[src/rtl/divseq_pkg.sv]
// ============================================================================
// Module   : divseq_pkg
// Brief    : Shared opcode encodings and FSM state type for div_sequencer.
// Revision : 1.0  initial release
// ============================================================================
`default_nettype none

package divseq_pkg;

    localparam logic [1:0] OP_DIVU = 2'b00;
    localparam logic [1:0] OP_REMU = 2'b01;
    localparam logic [1:0] OP_DIVS = 2'b10;
    localparam logic [1:0] OP_REMS = 2'b11;

    typedef enum logic [1:0] {
        IDLE   = 2'd0,
        LAUNCH = 2'd1,
        WAIT   = 2'd2,
        RESP   = 2'd3
    } state_t;

endpackage

`default_nettype wire

[src/rtl/divseq_cache.sv]
// ============================================================================
// Module   : divseq_cache
// Brief    : One-entry cache of the last divider result, keyed by {a, b, op}.
// Revision : 1.0  initial release
// ============================================================================
`default_nettype none

module divseq_cache #(
    parameter int WIDTH = 32
) (
    input  logic             clk,
    input  logic             reset,
    input  logic [WIDTH-1:0] i_lookup_a,
    input  logic [WIDTH-1:0] i_lookup_b,
    input  logic [1:0]       i_lookup_op,
    output logic             o_hit,
    output logic [WIDTH-1:0] o_hit_data,
    output logic             o_hit_zero,
    output logic             o_hit_neg,
    input  logic             i_wr_en,
    input  logic [WIDTH-1:0] i_wr_a,
    input  logic [WIDTH-1:0] i_wr_b,
    input  logic [1:0]       i_wr_op,
    input  logic [WIDTH-1:0] i_wr_data,
    input  logic             i_wr_zero,
    input  logic             i_wr_neg
);

    logic             r_valid;
    logic [WIDTH-1:0] r_a;
    logic [WIDTH-1:0] r_b;
    logic [1:0]       r_op;
    logic [WIDTH-1:0] r_data;
    logic             r_zero;
    logic             r_neg;

    always_ff @(posedge clk or negedge reset) begin
        if (!reset) begin
            r_valid <= 1'b0;
            r_a     <= '0;
            r_b     <= '0;
            r_op    <= 2'b00;
            r_data  <= '0;
            r_zero  <= 1'b0;
            r_neg   <= 1'b0;
        end else if (i_wr_en) begin
            r_valid <= 1'b1;
            r_a     <= i_wr_a;
            r_b     <= i_wr_b;
            r_op    <= i_wr_op;
            r_data  <= i_wr_data;
            r_zero  <= i_wr_zero;
            r_neg   <= i_wr_neg;
        end
    end

    assign o_hit      = r_valid && (r_a == i_lookup_a) && (r_b == i_lookup_b)
                        && (r_op == i_lookup_op);
    assign o_hit_data = r_data;
    assign o_hit_zero = r_zero;
    assign o_hit_neg  = r_neg;

endmodule

`default_nettype wire

[src/rtl/div_sequencer.sv]
// ============================================================================
// Module   : div_sequencer
// Brief    : Issue/collect stage for the iterative divider; short-circuits
//            divide-by-zero. DIVSEQ_RESULT_CACHE_EN adds a one-entry cache.
// Revision : 1.0  initial release
// ============================================================================
`default_nettype none

module div_sequencer
    import divseq_pkg::*;
#(
    parameter int               WIDTH        = 32,
    parameter logic [WIDTH-1:0] DBZ_QUOTIENT = '1,
    parameter int               GUARD        = 1
) (
    input  logic             clk,
    input  logic             reset,
    input  logic             req_valid,
    output logic             req_ready,
    input  logic [1:0]       req_op,
    input  logic [WIDTH-1:0] req_a,
    input  logic [WIDTH-1:0] req_b,
    output logic             rsp_valid,
    input  logic             rsp_ready,
    output logic [WIDTH-1:0] rsp_data,
    output logic             rsp_zero,
    output logic             rsp_neg,
    output logic             rsp_dbz,
    output logic             rsp_cached,
    output logic             busy,
    output logic [WIDTH-1:0] div_a,
    output logic [WIDTH-1:0] div_b,
    output logic             div_go,
    output logic             div_divs,
    output logic             div_remainder,
    input  logic [WIDTH-1:0] div_c,
    input  logic             div_is_zero,
    input  logic             div_is_negative,
    input  logic             div_available
);

    localparam int          c_GW    = (GUARD < 1) ? 1 : $clog2(GUARD + 1);
    localparam logic [c_GW-1:0] c_GUARD = c_GW'(GUARD);

    state_t           r_state;
    state_t           w_next_state;
    logic [WIDTH-1:0] r_a;
    logic [WIDTH-1:0] r_b;
    logic [1:0]       r_op;
    logic [c_GW-1:0]  r_guard;
    logic [WIDTH-1:0] r_rsp_data;
    logic             r_rsp_zero;
    logic             r_rsp_neg;
    logic             r_rsp_dbz;
    logic             r_rsp_cached;

    logic             w_accept;
    logic             w_dbz;
    logic             w_done;
    logic [WIDTH-1:0] w_dbz_data;
    logic             w_hit;
    logic [WIDTH-1:0] w_hit_data;
    logic             w_hit_zero;
    logic             w_hit_neg;

    assign w_accept   = (r_state == IDLE) && req_valid;
    assign w_dbz      = (req_b == '0);
    assign w_done     = (r_state == WAIT) && (r_guard == '0) && div_available;
    // Remainder ops return the dividend on divide-by-zero, signed or not.
    assign w_dbz_data = req_op[0] ? req_a : DBZ_QUOTIENT;

`ifdef DIVSEQ_RESULT_CACHE_EN
    divseq_cache #(
        .WIDTH (WIDTH)
    ) u_cache (
        .clk         (clk),
        .reset       (reset),
        .i_lookup_a  (req_a),
        .i_lookup_b  (req_b),
        .i_lookup_op (req_op),
        .o_hit       (w_hit),
        .o_hit_data  (w_hit_data),
        .o_hit_zero  (w_hit_zero),
        .o_hit_neg   (w_hit_neg),
        .i_wr_en     (w_done),
        .i_wr_a      (r_a),
        .i_wr_b      (r_b),
        .i_wr_op     (r_op),
        .i_wr_data   (div_c),
        .i_wr_zero   (div_is_zero),
        .i_wr_neg    (div_is_negative)
    );
`else
    assign w_hit      = 1'b0;
    assign w_hit_data = '0;
    assign w_hit_zero = 1'b0;
    assign w_hit_neg  = 1'b0;
`endif

    always_comb begin
        w_next_state = r_state;
        case (r_state)
            IDLE: begin
                if (req_valid) begin
                    w_next_state = (w_dbz || w_hit) ? RESP : LAUNCH;
                end
            end
            LAUNCH:  w_next_state = WAIT;
            WAIT:    if (w_done) w_next_state = RESP;
            RESP:    if (rsp_ready) w_next_state = IDLE;
            default: w_next_state = IDLE;
        endcase
    end

    always_ff @(posedge clk or negedge reset) begin
        if (!reset) begin
            r_state <= IDLE;
        end else begin
            r_state <= w_next_state;
        end
    end

    // Response registers are only ever loaded on the cycle that enters RESP.
    always_ff @(posedge clk or negedge reset) begin
        if (!reset) begin
            r_a          <= '0;
            r_b          <= '0;
            r_op         <= OP_DIVU;
            r_guard      <= '0;
            r_rsp_data   <= '0;
            r_rsp_zero   <= 1'b1;
            r_rsp_neg    <= 1'b0;
            r_rsp_dbz    <= 1'b0;
            r_rsp_cached <= 1'b0;
        end else begin
            if (w_accept) begin
                r_a  <= req_a;
                r_b  <= req_b;
                r_op <= req_op;
                if (w_dbz) begin
                    r_rsp_data   <= w_dbz_data;
                    r_rsp_zero   <= (w_dbz_data == '0);
                    r_rsp_neg    <= w_dbz_data[WIDTH-1];
                    r_rsp_dbz    <= 1'b1;
                    r_rsp_cached <= 1'b0;
                end else if (w_hit) begin
                    r_rsp_data   <= w_hit_data;
                    r_rsp_zero   <= w_hit_zero;
                    r_rsp_neg    <= w_hit_neg;
                    r_rsp_dbz    <= 1'b0;
                    r_rsp_cached <= 1'b1;
                end
            end
            if (r_state == LAUNCH) begin
                r_guard <= c_GUARD;
            end else if ((r_state == WAIT) && (r_guard != '0)) begin
                r_guard <= r_guard - c_GW'(1);
            end
            if (w_done) begin
                r_rsp_data   <= div_c;
                r_rsp_zero   <= div_is_zero;
                r_rsp_neg    <= div_is_negative;
                r_rsp_dbz    <= 1'b0;
                r_rsp_cached <= 1'b0;
            end
        end
    end

    assign req_ready     = (r_state == IDLE);
    assign rsp_valid     = (r_state == RESP);
    assign busy          = (r_state != IDLE);
    assign div_go        = (r_state == LAUNCH);
    assign div_a         = r_a;
    assign div_b         = r_b;
    assign div_divs      = r_op[1];
    assign div_remainder = r_op[0];
    assign rsp_data      = r_rsp_data;
    assign rsp_zero      = r_rsp_zero;
    assign rsp_neg       = r_rsp_neg;
    assign rsp_dbz       = r_rsp_dbz;
    assign rsp_cached    = r_rsp_cached;

endmodule

`default_nettype wire
[config.mk]
export PLATFORM = sky130hd
export DESIGN_NAME = div_sequencer
export DESIGN_NICKNAME = d
export VERILOG_FILES = /design/src/rtl/divseq_pkg.sv /design/src/rtl/divseq_cache.sv /design/src/rtl/div_sequencer.sv
export SDC_FILE = /design/constraint.sdc
export NUM_CORES = 1
export LEC_CHECK = 0
export CORE_MARGIN = 2
export CORE_UTILIZATION = 38
export CTS_BUF_LIST = sky130_fd_sc_hd__clkbuf_4 sky130_fd_sc_hd__clkbuf_8 sky130_fd_sc_hd__clkbuf_16
export DETAILED_ROUTE_END_ITERATION = 8
export PLACE_DENSITY = 0.78
export SETUP_SLACK_MARGIN = 0.3
export SLEW_MARGIN = 10
export SYNTH_ARGS = -nofsm -noshare
export SYNTH_HDL_FRONTEND = slang
export SYNTH_SLANG_ARGS = --single-unit
[constraint.sdc]
create_clock -name clk -period 2.04 [get_ports clk]
set_input_delay 0.51 -clock clk [delete_from_list [all_inputs] [get_ports clk]]
set_output_delay 0.51 -clock clk [all_outputs]
set_load 0.005 [all_outputs]
==> qor.yml <==
ys.flop_type: "dfrtp_1"
ios: 211
gp_congestion: 0.8452
setup_viol: 0
drtAntennaViolNets: 0
path_cells: "inv_2 > buf_12 > ha_4 > nand2_4 > o31ai_4 > buf_6 > buf_12 > buf_16 > mux2_4"
fin_total_pwr_w: 0.01053
syn_area_um2: 4574
fill_cells: 873
first_pass_iters: 4
port_buffers: 209
via_per_inst: 5.182
skew_ns: 0.006342
dpl_cell_area_um2: 7113
rows: 40
drtIter0Drc: 311
post-route-period-util_pct: 97.51
fin_area_um2: 8193
dieArea_um2: 12930
outcome: "finished, final reports clean"
power_leakage_nw: 4.072
grt_max_degree: 58
area.sequential_um2: 2604
r2r_cells: 9
p_per_area_nw_per_um2: 1285
finalHoldViolCount: 0
switchingPower_w: 0.003149
crit_top_cell: "buf_12"
grt.overflow.total: 0
drc_errors: 0
clkTransAtPathRegs_ns: 0.07
cp_max_fo: 8
clock_sinks: 104
multi_input_area_um2: 1957
cpMaxStageDelayCell: "dfrtp_1"
swShare_pct: 29.92
r2r_end: "rsp_data[28]$_DFFE_PN0P_"
die_x_um: 113.7
wl_per_cell_um: 19.43
syn2layout_area_growth_pct: 79.10
worst_path_largest_cell_delay_ns: 0.44
cp.arrival_ns: 2.21
yosys-top-cells-area: "dfrtp_1, mux2_2, a31oi_1"
synth_area_per_cell_um2: 11.13
crit_required_ns: 2.26
p_int_w: 0.007377
placed_cells: 769
ys_ff_latch: 104
synth_top_area_cell: "dfrtp_1"
layout.cells.non_filler: 825
drv_cap: 0
start_kind: "flop"
h-tree-depth: 3
finalMaxSlewViolations: 0
finalWirelength_um: 16030
r2r-start: "r_state[1]$_DFFE_PN0P_"
worst_hold_path_type: "in2async"
synth_cell_types: 29
die_h_um: 113.7
max_freq_mhz: 502.7
core_um2: 11860
rsz0062_at_grt: "yes"
synth_top_cell_area_share_pct: 56.35
ys_seq_area_share_pct: 56.92
grtUsageTotal_pct: 22.48
ir_drop_mv: 0.8025
nets: 783
async_flop_share_pct: 100.0
p_clk_share_pct: 16.9
reg2reg_slack_ns: 0.05
min_period_ns: 1.989
grt_pass1_vias: 4457
synthCells: 411
diodes: 0
layout_common_cells: "clkdlybuf4s50_1, dfrtp_1, mux2_2"
grt_pass1_wl_um: 22780
whs_ns: 0.1218
synth_edf_count: 0
pre_cts_ws_ns: -0.5957
worst-setup-path-type: "reg2reg"
layout-drive-gt1-share_pct: 30.53
worst_slack_ns: 0.05088
layout_commonest_cell: "clkdlybuf4s50_1"
syn_nets: 521
hold_buffers: 0
crit_start: "r_state[1]$_DFFE_PN0P_"
cts_buffers: 9
cts_buffer_depth: 2
initial_core_util_pct: 38.57
combPwrFrac_pct: 48.6
clock-root-buffer: "clkbuf_16"
vias: 4275
tritoncts: "built"
worst_setup_path_endpoint: "rsp_data[28]$_DFFE_PN0P_"
antenna_found_initial: 0
yosysWarnings: 0
dp_hpwl_um: 10260
clock_latency_ns: 0.34
cp-end-kind: "flop"
pwr-share-seq_pct: 34.5
==> cell usage after synthesis (2+ instances only) <==
master / number
a31oi_1: 31
nor4_1: 15
clkbuf_1: 18
buf_6: 3
mux2i_1: 2
nor2_1: 32
buf_1: 4
nand2_1: 33
nand3b_1: 2
dfrtp_1: 103
mux2_2: 66
nand4_1: 4
ha_1: 5
o21ai_0: 35
inv_1: 42
nor3_1: 3
==> cell families (layout without fill, tap and decap cells) <==
group                      count (synthesis)  after routing  synth area share (%)
AOI/OAI and AO/OA                         74             74                 9.847
adders and majority gates                  5              5                 1.368
buffers and inverters                     69            336                 6.263
DFF                                      104            104                 56.92
muxes                                     69             69                 16.93
other                                      1              1               0.08198
and+or+nand+nor                           89             89                 8.588
==> layer usage <==
metal | part of all wire [%] | wire [um] | GRT usage, % | vias up
met2 | 52 | 8414 | 40.36 | 165
met1 | 39 | 6311 | 27.03 | 2142
met3 | 5.9 | 951 | 3.985 | 27
li1 | - | - | - | 1941
met4 | 2.2 | 351 | 8.374 | 0
met5 | 0 | 0 | 0 | -
==> registers in the layout, indices dropped and copies added (netlist names) <==
| register | count |
|---|---|
| div_a | 32 |
| div_b | 32 |
| rsp_data | 32 |
| r_op | 2 |
| r_state | 2 |
| r_guard | 1 |
| rsp_dbz | 1 |
| rsp_neg | 1 |
| rsp_zero | 1 |
==> worst min-delay path by stage <==
stage                        start                   end  cells after the start
4_1_cts                      reset   r_op[1]$_DFFE_PN0P_                      1
2_1_floorplan                reset  div_a[0]$_DFFE_PN0P_                      0
5_1_grt                      reset   r_op[1]$_DFFE_PN0P_                      1
3_3_place_gp   r_guard$_DFFE_PN0P_   r_guard$_DFFE_PN0P_                      1
6_report                     reset   r_op[1]$_DFFE_PN0P_                      1
3_5_place_dp   r_guard$_DFFE_PN0P_   r_guard$_DFFE_PN0P_                      1
==> timing repair <==
item,4_1_cts,5_1_grt
pin swaps,16,13
resized for setup,154,102
buffers inserted,17,15
setup endpoints to repair,62,132
cloned,2,6
==> worst max-delay path: cells and delay by family (launching register included) <==
family | cells | cell delay, ns
buf+inv | 5 | 0.64
compound gates | 1 | 0.27
fa+ha+maj | 1 | 0.15
mux | 1 | 0.30
flops | 1 | 0.44
simple gates | 1 | 0.07
==> stage by stage <==
stage | util (%) | TNS [ns]
after global routing | 69.07 | -0.008848
after CTS | 65.15 | 0
final | 69.07 | 0
after global placement | 59.97 | -20.15
after floorplan | - | 0
after detailed placement | 59.97 | -19.59
==> final cells by class <==
class	count	share of cell area, %
clock buffers	12	3.100
clock inverters	4	0.6567
inverters	42	1.924
multi-input cells	238	23.89
flip-flops and latches	104	31.78
well taps	147	2.245
repair buffers	278	36.41
==> power by group through the flow <==
stage / clock network (W) / registers, W / logic, W
3_3_place_gp: 0 / 0.00361 / 0.00424
2_1_floorplan: 0 / 0.00368 / 0.00147
6_report: 0.00178 / 0.00363 / 0.00511
5_1_grt: 0.00189 / 0.00375 / 0.00543
4_1_cts: 0.00181 / 0.00364 / 0.00463
3_5_place_dp: 0 / 0.00368 / 0.00436
Note: power is estimated with default switching activity, not from simulation.
